## config.mk

```make
export PLATFORM = sky130hd
export DESIGN_NAME = debug_bus_probe
export DESIGN_NICKNAME = d
export VERILOG_FILES = /design/src/rtl/debug_bus_probe_pkg.sv /design/src/rtl/debug_bus_probe_edge_detect.sv /design/src/rtl/debug_bus_probe.sv
export SDC_FILE = /design/constraint.sdc
export NUM_CORES = 1
export LEC_CHECK = 0
export ABC_AREA = 1
export CELL_PAD_IN_SITES_DETAIL_PLACEMENT = 0
export CELL_PAD_IN_SITES_GLOBAL_PLACEMENT = 2
export CORE_MARGIN = 5
export CORE_UTILIZATION = 32
export CTS_BUF_LIST = sky130_fd_sc_hd__clkbuf_8
export DETAILED_ROUTE_END_ITERATION = 8
export GPL_ROUTABILITY_DRIVEN = 0
export HOLD_SLACK_MARGIN = 0.15
export PLACE_DENSITY_LB_ADDON = 0.1
export SLEW_MARGIN = 0
export SYNTH_ARGS = -nofsm -noshare
export SYNTH_HDL_FRONTEND = slang
export SYNTH_HIERARCHICAL = 1
export SYNTH_SLANG_ARGS = --single-unit
```

## constraint.sdc

```tcl
create_clock -name clk -period 1.8 [get_ports clk]
set_input_delay 0.54 -clock clk [delete_from_list [all_inputs] [get_ports clk]]
set_output_delay 0.54 -clock clk [all_outputs]
set_load 0.02 [all_outputs]
```

## src/rtl/debug_bus_probe_pkg.sv

```systemverilog
// debug_bus_probe_pkg
//   Shared definitions for the debug bus probe and the hex overlay renderer.
//   - state_t     : probe FSM state codes (IDLE=0, ARMED=1, CAPTURE=2, HOLD=3)
//   - DBG_*       : bit offsets and widths of the fields inside the 64-bit
//                   debug word, so the renderer can slice the same word.
//   - sat_inc16   : saturating 16-bit increment used for the hit counter.
//   - pack_debug  : assembles the 64-bit debug word from its fields.
package debug_bus_probe_pkg;

  typedef enum logic [1:0] {
    ST_IDLE    = 2'd0,
    ST_ARMED   = 2'd1,
    ST_CAPTURE = 2'd2,
    ST_HOLD    = 2'd3
  } state_t;

  localparam int DBG_W         = 64;

  localparam int DBG_HIT_LSB   = 48;
  localparam int DBG_HIT_W     = 16;
  localparam int DBG_ADDR_LSB  = 32;
  localparam int DBG_ADDR_W    = 16;
  localparam int DBG_PREV_LSB  = 24;
  localparam int DBG_PREV_W    = 8;
  localparam int DBG_LAST_LSB  = 16;
  localparam int DBG_LAST_W    = 8;
  localparam int DBG_FRAME_LSB = 0;
  localparam int DBG_FRAME_W   = 16;

  function automatic logic [15:0] sat_inc16(input logic [15:0] v);
    return (v == 16'hFFFF) ? v : v + 16'd1;
  endfunction

  function automatic logic [DBG_W-1:0] pack_debug(
    input logic [15:0] hit,
    input logic [15:0] addr,
    input logic [7:0]  prev,
    input logic [7:0]  last,
    input logic [15:0] frame
  );
    logic [DBG_W-1:0] w;
    w = '0;
    w[DBG_HIT_LSB   +: DBG_HIT_W]   = hit;
    w[DBG_ADDR_LSB  +: DBG_ADDR_W]  = addr;
    w[DBG_PREV_LSB  +: DBG_PREV_W]  = prev;
    w[DBG_LAST_LSB  +: DBG_LAST_W]  = last;
    w[DBG_FRAME_LSB +: DBG_FRAME_W] = frame;
    return w;
  endfunction

endpackage

```

## src/rtl/debug_bus_probe_edge_detect.sv

```systemverilog
// debug_edge_detect
//   Registers a level and flags its rising edge. The pulse is combinational
//   from the current level and the registered copy, so a level that is
//   already high when reset releases pulses on the first clock edge, and a
//   level held high pulses only once.
// Ports:
//   clk        system clock
//   i_reset_n  asynchronous active-low reset (clears the registered copy)
//   i_level    level to watch
//   o_level_q  level delayed by one clock
//   o_rise     i_level & ~o_level_q
module debug_edge_detect (
  input  logic clk,
  input  logic i_reset_n,
  input  logic i_level,
  output logic o_level_q,
  output logic o_rise
);

  logic level_p0;

  always_ff @(posedge clk or negedge i_reset_n) begin
    if (!i_reset_n) begin
      level_p0 <= 1'b0;
    end else begin
      level_p0 <= i_level;
    end
  end

  assign o_level_q = level_p0;
  assign o_rise    = i_level & ~level_p0;

endmodule

```

## src/rtl/debug_bus_probe.sv

```systemverilog
// debug_bus_probe
//   Watches a CPU write bus and captures writes whose address matches
//   MATCH_ADDR under MATCH_MASK. Captured fields live in a capture stage
//   (_p0) that updates every recorded write; a display stage (_p1) copies
//   them into o_debug only on the rising edge of vblank so the overlay never
//   shows a half-updated word within a frame.
//   An arm/trigger/hold FSM gates recording:
//     IDLE    -> matches ignored
//     ARMED   -> first match records and enters CAPTURE
//     CAPTURE -> every match records; reaching HOLD_HITS enters HOLD
//     HOLD    -> live fields frozen until the next arm
//   i_arm in any state clears the live fields and re-arms; it beats a
//   same-cycle match.
// Parameters:
//   MATCH_ADDR  address compared against i_bus_addr
//   MATCH_MASK  1 = bit compared, 0 = don't care
//   HOLD_HITS   hit count that freezes capture (0 = never freeze)
// Ports:
//   clk          system clock
//   i_reset_n    asynchronous active-low reset
//   i_arm        one-cycle pulse: clear capture, arm trigger
//   i_bus_we     CPU write strobe
//   i_bus_addr   CPU write address [15:0]
//   i_bus_data   CPU write data [7:0]
//   i_vblank     vertical blank level
//   o_debug      {hit_count, last_addr, prev_data, last_data, frame_count}
//   o_state      FSM state code
//   o_triggered  high in CAPTURE or HOLD
module debug_bus_probe
  import debug_bus_probe_pkg::*;
#(
  parameter logic [15:0] MATCH_ADDR = 16'h0000,
  parameter logic [15:0] MATCH_MASK = 16'hFFFF,
  parameter logic [15:0] HOLD_HITS  = 16'd0
) (
  input  logic        clk,
  input  logic        i_reset_n,
  input  logic        i_arm,
  input  logic        i_bus_we,
  input  logic [15:0] i_bus_addr,
  input  logic [7:0]  i_bus_data,
  input  logic        i_vblank,
  output logic [63:0] o_debug,
  output logic [1:0]  o_state,
  output logic        o_triggered
);

  state_t      state_q;
  state_t      state_d;

  logic        match;
  logic        rec_vld;
  logic        vb_q;
  logic        vb_rise;

  logic [15:0] hit_cnt_p0;
  logic [15:0] last_addr_p0;
  logic [7:0]  prev_data_p0;
  logic [7:0]  last_data_p0;
  logic [15:0] frame_cnt_p0;
  logic [15:0] hit_inc;
  logic [15:0] frame_inc;

  logic [63:0] debug_p1;

  debug_edge_detect u_vb_edge (
    .clk       (clk),
    .i_reset_n (i_reset_n),
    .i_level   (i_vblank),
    .o_level_q (vb_q),
    .o_rise    (vb_rise)
  );

  assign match     = i_bus_we &
                     ((i_bus_addr & MATCH_MASK) == (MATCH_ADDR & MATCH_MASK));
  assign hit_inc   = sat_inc16(hit_cnt_p0);
  // Frame counter wraps rather than saturates.
  assign frame_inc = frame_cnt_p0 + 16'd1;

  always_ff @(posedge clk or negedge i_reset_n) begin
    if (!i_reset_n) begin
      state_q <= ST_IDLE;
    end else begin
      state_q <= state_d;
    end
  end

  // rec_vld marks a match that is actually recorded this cycle. The HOLD
  // test uses the post-update count, so the write that reaches HOLD_HITS is
  // itself recorded before the freeze.
  always_comb begin
    state_d = state_q;
    rec_vld = 1'b0;
    if (i_arm) begin
      state_d = ST_ARMED;
    end else begin
      case (state_q)
        ST_IDLE: state_d = ST_IDLE;
        ST_ARMED, ST_CAPTURE: begin
          if (match) begin
            rec_vld = 1'b1;
            if ((HOLD_HITS != 16'd0) && (hit_inc == HOLD_HITS)) begin
              state_d = ST_HOLD;
            end else begin
              state_d = ST_CAPTURE;
            end
          end
        end
        ST_HOLD: state_d = ST_HOLD;
        default: state_d = ST_IDLE;
      endcase
    end
  end

  // Capture stage: live fields, updated by arm or a recorded write.
  always_ff @(posedge clk or negedge i_reset_n) begin
    if (!i_reset_n) begin
      hit_cnt_p0   <= 16'd0;
      last_addr_p0 <= 16'd0;
      prev_data_p0 <= 8'd0;
      last_data_p0 <= 8'd0;
    end else if (i_arm) begin
      hit_cnt_p0   <= 16'd0;
      last_addr_p0 <= 16'd0;
      prev_data_p0 <= 8'd0;
      last_data_p0 <= 8'd0;
    end else if (rec_vld) begin
      hit_cnt_p0   <= hit_inc;
      last_addr_p0 <= i_bus_addr;
      prev_data_p0 <= last_data_p0;
      last_data_p0 <= i_bus_data;
    end
  end

  always_ff @(posedge clk or negedge i_reset_n) begin
    if (!i_reset_n) begin
      frame_cnt_p0 <= 16'd0;
    end else if (vb_rise) begin
      frame_cnt_p0 <= frame_inc;
    end
  end

  // Display stage: snapshot of the live fields as they stood before this
  // edge, so a write coinciding with vb_rise shows up one frame later.
  always_ff @(posedge clk or negedge i_reset_n) begin
    if (!i_reset_n) begin
      debug_p1 <= 64'd0;
    end else if (vb_rise) begin
      debug_p1 <= pack_debug(hit_cnt_p0, last_addr_p0, prev_data_p0,
                             last_data_p0, frame_inc);
    end
  end

  assign o_debug     = debug_p1;
  assign o_state     = state_q;
  assign o_triggered = (state_q == ST_CAPTURE) || (state_q == ST_HOLD);

endmodule
```

======== After elaboration in Yosys (flattened, before gate mapping) ========
Cells that the tools add are included.
cells by class
  $lt $le $gt $ge ......................... 0
  equal/unequal tests ..................... 6
  bitwise logic cells ..................... 3
  reduce and logical (&&, ||, !) cells .... 6
  divide/modulo/power cells ............... 0
  shift-type cells ........................ 0
  multipliers ............................. 0
  mux-type cells .......................... 15
  $add $sub $neg .......................... 2
operator list
  cell                   number
  $mux 16                5
  $add 16x1->16 const B  2
  $mux 8                 4
  $eq 16x16->1 const B   1
  $logic_not 16->1       1
  $pmux 2 s3             1
  $eq 2x2->1 const B     2
  $mux 2                 2
  $mux 1                 3
  $ne 3x3->1 const B     1
  $and 1x1->1            2
  $eq 2x1->1 const B     1
  $logic_not 2->1        1
  $ne 2x2->1 const B     1
  $reduce_and 2->1       1
  $reduce_bool 2->1      1
  $reduce_or 2->1        1
  $logic_or 1x1->1       1
  $not 1->1              1
storage, ports and cells
  RAM bits ................................ 0
  input port bits ......................... 29
  logic and storage cells ................. 40
  bits in latches ......................... 0
  register bits ........................... 131
  memories kept ........................... 0
  memory bits (read-only) ................. 0

======== Longest topological paths before layout ========
Gate-level depths: netlist of run 1.
  depth after elaboration ................. 7
  gate-level depth with buffers ........... 10

======== By module ========
Netlist of run 1, hierarchy kept.
modules (own cells, without submodules)
  module             cells an instance  instances  area an instance (um^2)  sequential area each (um^2)
  debug_bus_probe    563                1          4854.7                   2852.7
  debug_edge_detect  3                  1          35.0                     25.0

======== Least setup slack after synthesis of run 1 ========
Ideal clock, no wire load.
  path type ............................... reg2reg
  start point ............................. register state_q[0] (netlist: o_state[0])
  end point ............................... register last_addr_p0[10]
  setup slack ............................. 0.137 ns
  library setup time ...................... 0.120 ns
  arrival ................................. 1.543 ns
  stages on the path, launching flop included .. 8
  required time ........................... 1.680 ns
  buffers on the path ..................... 2
  period minus slack after synthesis ...... 1.663 ns
  cells stage by stage .................... dfrtp_1 > inv_1 > ha_1 > nand3_1 > nand2_1 > buf_2 > buf_2 > nor2_1
on the way
  word-level cells in the longest chain between the ends .. 5
RTL lines
  item                                             line                    RTL
  start: declaration                               debug_bus_probe.sv:48   state_t state_q;
  start signal: assignment                         debug_bus_probe.sv:84   state_q <= state_d;
  $eq 2x2->1 / $eq 2x1->1 (equally long branches)  debug_bus_probe.sv:97   case (state_q)
  $reduce_or 2->1 (*)                              debug_bus_probe.sv:97
  $mux 1 (*)                                       debug_bus_probe.sv:97
  $mux 1 (*)                                       debug_bus_probe.sv:94   if (i_arm) begin
  $reduce_bool 2->1 (no source line) (*)           --
  end signal: assignment                           debug_bus_probe.sv:129  last_addr_p0 <= i_bus_addr;
  end: declaration                                 debug_bus_probe.sv:57   logic [15:0] last_addr_p0;
Mark *: on every way between the ends. The rest lies on a longest branch, timed or not.
A chain may end at the register's enable or synchronous reset.

======== Worst setup path in the final report of run 1 ========
  start point ............................. register state_q[0] (netlist: o_state[0])
  end point ............................... output o_triggered
on the way
  word-level cells in the longest chain between the ends .. 2
RTL lines
  item                  line                    RTL
  $eq 2x2->1            debug_bus_probe.sv:156  assign o_triggered = (state_q == ST_CAPTURE) || (state_q == ST_HOLD);
  $logic_or 1x1->1 (*)  debug_bus_probe.sv:156
  end: declaration      debug_bus_probe.sv:45   output logic o_triggered
Marked as above.

==> impl_metrics.yaml, run 1 <==
critical_path:
  slowest_stage: "dfrtp_1"
  path_max_fanout: 3
  worstSetupStartpointType: "register"
  crit_family: "flip-flops"
  path_buf_inv: 1
  required_ps: 1260
  r2r_slack_ps: 120
  critPathCaptureType: "output pin"
  cp_slowest_stage_delay_ps: 420
  path_cells: "ha_2 > or2_4 > buf_6"
  cp.arrival_ps: 1430
  worst-setup-path-type: "reg2out"
routing:
  avgViaCountPerCell: 4.463
  vias: 4035
  drtIter0Drc: 149
  dr.pass1.iters: 4
  drc: 0
  wirelength_mm: 11.96
  antenna_left: 0
  routedWlPerCell_um: 13.23
clock_network:
  clk_pin_slew_ps: 70
  cts_root_buf: "clkbuf_8"
  clk_latency_ps: 430
  clock_path_buffers: 2
  cts_sinks: 115
  cts_tree: "done"
  cts_buffers: 17
  cts_max_level: 4
flow_run:
  maxCapViolCount: 0
cells_and_area:
  synthToLayoutAreaGrowth_pct: 37.62
  final_cell_area_sq_mm: 0.006729
  layout-drive-gt1-share_pct: 12.71
  fillers: 1584
  num_antenna_cells: 0
  nets: 738
  fin_util_pct: 44.59
global_routing:
  antenna_found_initial: 0
  grt.overflow.total: 0
  grt_max_degree: 75
  grt_pass1_wl_mm: 20.29
  grt_usage_pct: 14.09
  grt_pass1_vias: 4117
synth:
  synthArstFlopShare_pct: 100.0
  yosysTopAreaCell: "dfrtp_1"
  ys_seq_elements: 115
  synthFlopType: "dfrtp_1"
  synth_common_cells: "nand2_1, dfrtp_1, nor2_1, o21ai_0, inv_1"
  synth.most_common_cell: "nand2_1"
  synthCells: 566
  syn_avg_cell_area_sq_um: 8.639
  ys_types: 28
  synth_top_area_share_pct: 58.85
  ys.warnings.count: 6
  netlist_area_sq_mm: 0.004890
  synthesis.nets: 600
  synth-edff-count: 0
  yosysSeqAreaShare_pct: 58.85
  yosys-top-cells-area: "dfrtp_1, nand2_1, o21ai_0"
power:
  leakagePower_nw: 3.402
  power_density_mw_per_mm2: 972.6
  vdd_drop_max_v: 0.0007784
  power_w: 0.006544
timing:
  setup_viol: 2
  period_share_pct: 109.3
  rsz0062_at_grt: "yes"
  setup_slack_ps: -167.4
  slew_viol_final: 0
  finalCriticalPeriod_ps: 1967
  hold_viol: 0
  whs_ps: 464.8
  fin_worst_skew_ps: 11.13
  fmax_mhz: 508.3
  max-slew-margin-rel_pct: 67.10
  worstMarginPinSlew_ps: 493.6
place:
  numPortBuffers: 95
  dpl_cell_area_sq_mm: 0.006355
  hpwl_mm: 8.465
floorplanning:
  rows: 45
  fp.dieH_um: 133.6
  io_pins: 96
  dieArea_sq_mm: 0.01785
  die_w_um: 133.6
  coreArea_sq_mm: 0.01509
  start_util_pct: 32.40
worst_hold_path:
  hold_class: "reg2reg"
status:
  violations: "setup timing"
  status: "finished with violations"
per-stage QoR:
| stage | TNS, ps | worst slack, ps | cells |
|---|---|---|---|
| floorplan | 0 | 136.8 | 566 |
| global placement | -18820 | -287.9 | 869 |
| detailed placement | -21940 | -315.3 | 869 |
| CTS | -266.8 | -266.8 | 902 |
| global route | -377.2 | -236.9 | 904 |
| finish | -242.1 | -167.4 | 904 |
path summary, 6_finish.rpt:
check                                 start              end  cells past startpoint
worst max-delay path             o_state[0]      o_triggered                      3
worst min-delay path            o_debug[62]      o_debug[62]                      2
worst max register to register   o_state[0]  last_addr_p0[9]                      8
worst min register to register  o_debug[62]      o_debug[62]                      2
max in group asynchronous         i_reset_n    hit_cnt_p0[9]                      3
min in group asynchronous         i_reset_n      o_debug[42]                      3
worst min-delay path, delay by kind of cell (launching register included):
| kind | cells | cell delay, ps |
|---|---|---|
| flops | 1 | 340 |
| simple gates | 2 | 100 |
registers in the layout (all words and copies together), names as in the netlist:
| register | count |
|---|---|
| o_debug | 49 |
| hit_cnt_p0 | 16 |
| last_addr_p0 | 16 |
| frame_cnt_p0 | 15 |
| last_data_p0 | 8 |
| prev_data_p0 | 8 |
| o_state | 2 |
| u_vb_edge/o_level_q | 1 |
timing repair:
action,in CTS,in global routing
setup buffers,2,2
endpoints found under the hold margin,47,0
resized for setup,83,10
hold buffers,1,0
cloned,0,0
endpoints found under the setup margin,67,7
cell usage in the layout (no fill, tap or decap), types with 3 or more instances in the layout:
cell type,Yosys,layout
buf_6,1,4
dlygate4sd2_1,0,60
a21oi_1,6,6
nor2_1,72,72
buf_12,0,5
clkdlybuf4s15_1,0,3
xor2_1,11,11
inv_1,57,58
dfrtp_1,115,115
nand2_1,158,157
nand3_1,40,40
clkbuf_8,0,19
ha_1,5,3
o21ai_0,61,61
bufinv_16,0,3
clkinv_2,0,5
clkdlybuf4s50_1,0,27
buf_4,0,39
xnor2_1,3,3
where the power goes:
part / switching, W / leakage (nW) / internal, W / total [W]
logic: 0.000636 / 1.63 / 0.000550 / 0.00119
registers: 0.000141 / 1.55 / 0.00276 / 0.00290
clock network: 0.00104 / 0.217 / 0.00142 / 0.00246
total: 0.00182 / 3.40 / 0.00472 / 0.00654
final cells by class:
class	instances	area, sq um	area share [%]
multi-input combinational	372	1718	25.53
tap	188	235.2	3.496
sequential	115	2878	42.77
clock inverter	12	140.1	2.083
inverter	58	217.7	3.235
clock buffer	19	261.5	3.886
timing repair buffer	140	1279	19.00
metal layers:
metal,track usage (%),wire [um],up-vias
li1,-,-,2047
met1,18.33,5717,1891
met2,22.26,5476,91
met3,5.098,672,6
met4,3.943,94,0
met5,0,0,-
kinds of logic after synthesis:
logic type / count (synthesis) / synth area share [%]
AND/OR/NAND/NOR: 281 / 23.44
flip-flops: 115 / 58.85
buffers and inverters: 79 / 6.320
AO/OA/AOI/OAI: 72 / 7.600
XOR/XNOR: 14 / 2.508
adder cells (fa/ha/maj): 5 / 1.279
Power figures use the tool's default switching activity.
==> run 2, diff against run 1 <==
Settings changed: CTS_CLUSTER_SIZE set to 12, PLACE_DENSITY set to 0.84, PLACE_DENSITY_LB_ADDON 0.1 to unset.
==> run 2 against run 1 <==
Effect of this change:
- the run still ends with setup timing left
- wire length is 2.2% lower
- sequential share of layout area is 0.96 points lower
- combinational power is 5% higher
- clock skew is 4.1 ps lower
- global-route usage is 0.55 points lower
- critical path type unchanged
==> impl_metrics.yaml, run 2 (same netlist as run 1, synthesis figures left out) <==
critical_path:
  required_ps: 1260
  worst-setup-path-type: "reg2out"
  path_max_fanout: 3
  critPathCaptureType: "output pin"
  worstSetupStartpointType: "register"
  cp.arrival_ps: 1410
cells_and_area:
  largest_reg_flops: 49
  layout.cells.non_filler: 903
  synthToLayoutAreaGrowth_pct: 40.89
  regArea_sq_mm: 0.002880
  final_common_cell: "nand2_1"
  most-common-layout-cells: "nand2_1, dfrtp_1, nor2_1, o21ai_0, dlygate4sd2_1"
  fillers: 1554
  num_antenna_cells: 0
  layout-drive-gt1-share_pct: 13.99
  nets: 736
  multi_input_area_sq_mm: 0.001807
floorplanning:
  start_util_pct: 32.40
  die_w_um: 133.6
  dieArea_sq_mm: 0.01785
  fp.dieH_um: 133.6
  rows: 45
  io_pins: 96
  coreArea_sq_mm: 0.01509
timing:
  fin_worst_skew_ps: 6.984
  max-slew-margin-rel_pct: 72.62
  hold_viol: 0
  finalCriticalPeriod_ps: 1954
  setup_viol: 1
  worstMarginPinSlew_ps: 406.4
  period_share_pct: 108.5
  rsz0062_at_grt: "yes"
  setup_slack_ps: -153.8
  whs_ps: 469.1
  fmax_mhz: 511.8
  slew_viol_final: 0
  finalSetupTns_ps: -153.8
power:
  p_comb_share_pct: 18.7
  vdd_drop_max_v: 0.0003949
  switching_share_pct: 26.88
  p_sw_w: 0.001800
  power_density_mw_per_mm2: 972.2
  power.share.clock_pct: 37.8
  seq_power_share_pct: 43.5
  leakagePower_nw: 3.428
  internal_power_w: 0.004897
routing:
  dr.pass1.iters: 4
  wirelength_mm: 11.70
  avgViaCountPerCell: 4.512
  antenna_left: 0
  drc: 0
  vias: 4074
  routedWlPerCell_um: 12.95
  drtIter0Drc: 193
place:
  hpwl_mm: 8.267
  numPortBuffers: 95
  dp_slack_ps: -372.6
  place_inst: 861
clock_network:
  cts_root_buf: "clkbuf_8"
  cts_tree: "done"
  clk_latency_ps: 420
  cts_max_level: 4
  cts_sinks: 115
  clock_path_buffers: 2
  cts_buffers: 17
  clk_pin_slew_ps: 70
status:
  status: "finished with violations"
  violations: "setup timing"
flow_run:
  maxCapViolCount: 0
global_routing:
  grt_pass1_wl_mm: 19.53
  antenna_found_initial: 0
  grt_max_degree: 49
  grt.overflow.total: 0
  grt_usage_pct: 13.53
  grt_pass1_vias: 4036
worst_hold_path:
  hold_class: "reg2reg"
==> run 2: worst paths after layout <==
check,startpoint,to,slack (ps),cells after the start
setup / recovery,o_state[0],o_triggered,-150,4
hold / removal,o_debug[50],o_debug[50],470,2
setup reg to reg,o_state[0],prev_data_p0[7],60,9
hold reg to reg,o_debug[50],o_debug[50],470,2
max in group asynchronous,i_reset_n,o_state[1],590,3
min in group asynchronous,i_reset_n,o_debug[24],600,2
==> run 2: layout make-up <==
class	count	share of cell area, %
clock buffer	22	4.395
clock inverter	10	1.853
inverter	58	3.160
multi-input combinational	373	26.23
sequential	115	41.81
tap	188	3.414
timing repair buffer	137	19.14
==> run 2: worst max-delay path, cell delays in order, from the launching register on <==
cell	delay [ps]
dfrtp_1	420
inv_2	60
ha_2	170
or2_4	220
buf_6	130
==> run 2: what timing repair did <==
action | in CTS | in global routing
gates cloned | 0 | 3
resized for setup | 81 | 29
endpoints found under the hold margin | 26 | 0
setup buffers | 2 | 5
setup endpoints to repair | 67 | 24
pin swaps | 1 | 1
hold buffers | 1 | 0
==> run 2: per-stage QoR <==
step	power (W)	util [%]	instance area (sq um)
floorplan	0.003473	-	4890
global placement	0.004118	41.80	6307
detailed placement	0.004138	41.80	6307
CTS	0.006664	44.30	6684
global route	0.007077	45.66	6889
finish	0.006698	45.66	6889
==> run 2: power groups by stage <==
stage               Combinational (W)  Sequential [W]  Clock (W)
floorplan                    0.000375         0.00310          0
global placement              0.00117         0.00295          0
detailed placement            0.00118         0.00296          0
CTS                           0.00114         0.00291    0.00262
global route                  0.00138         0.00294    0.00275
finish                        0.00125         0.00292    0.00253
==> run 2: metal layers <==
metal / share of wire [%] / vias to the layer above / wire, um / global-route usage, %
met4: 0.54 / 0 / 63 / 4.114
li1: - / 2047 / - / -
met5: 0 / - / 0 / 0
met1: 48 / 1935 / 5657 / 17.53
met2: 46 / 86 / 5360 / 21.28
met3: 5.2 / 6 / 614 / 4.947
==> run 3, diff against run 2 <==
Settings changed: ABC_CLOCK_PERIOD_IN_PS set to 1800, PLACE_DENSITY 0.84 to unset, PLACE_DENSITY_LB_ADDON set to 0.1.
==> results of run 3 <==
The final DEF is identical to that of run 1; final timing and power are the same.
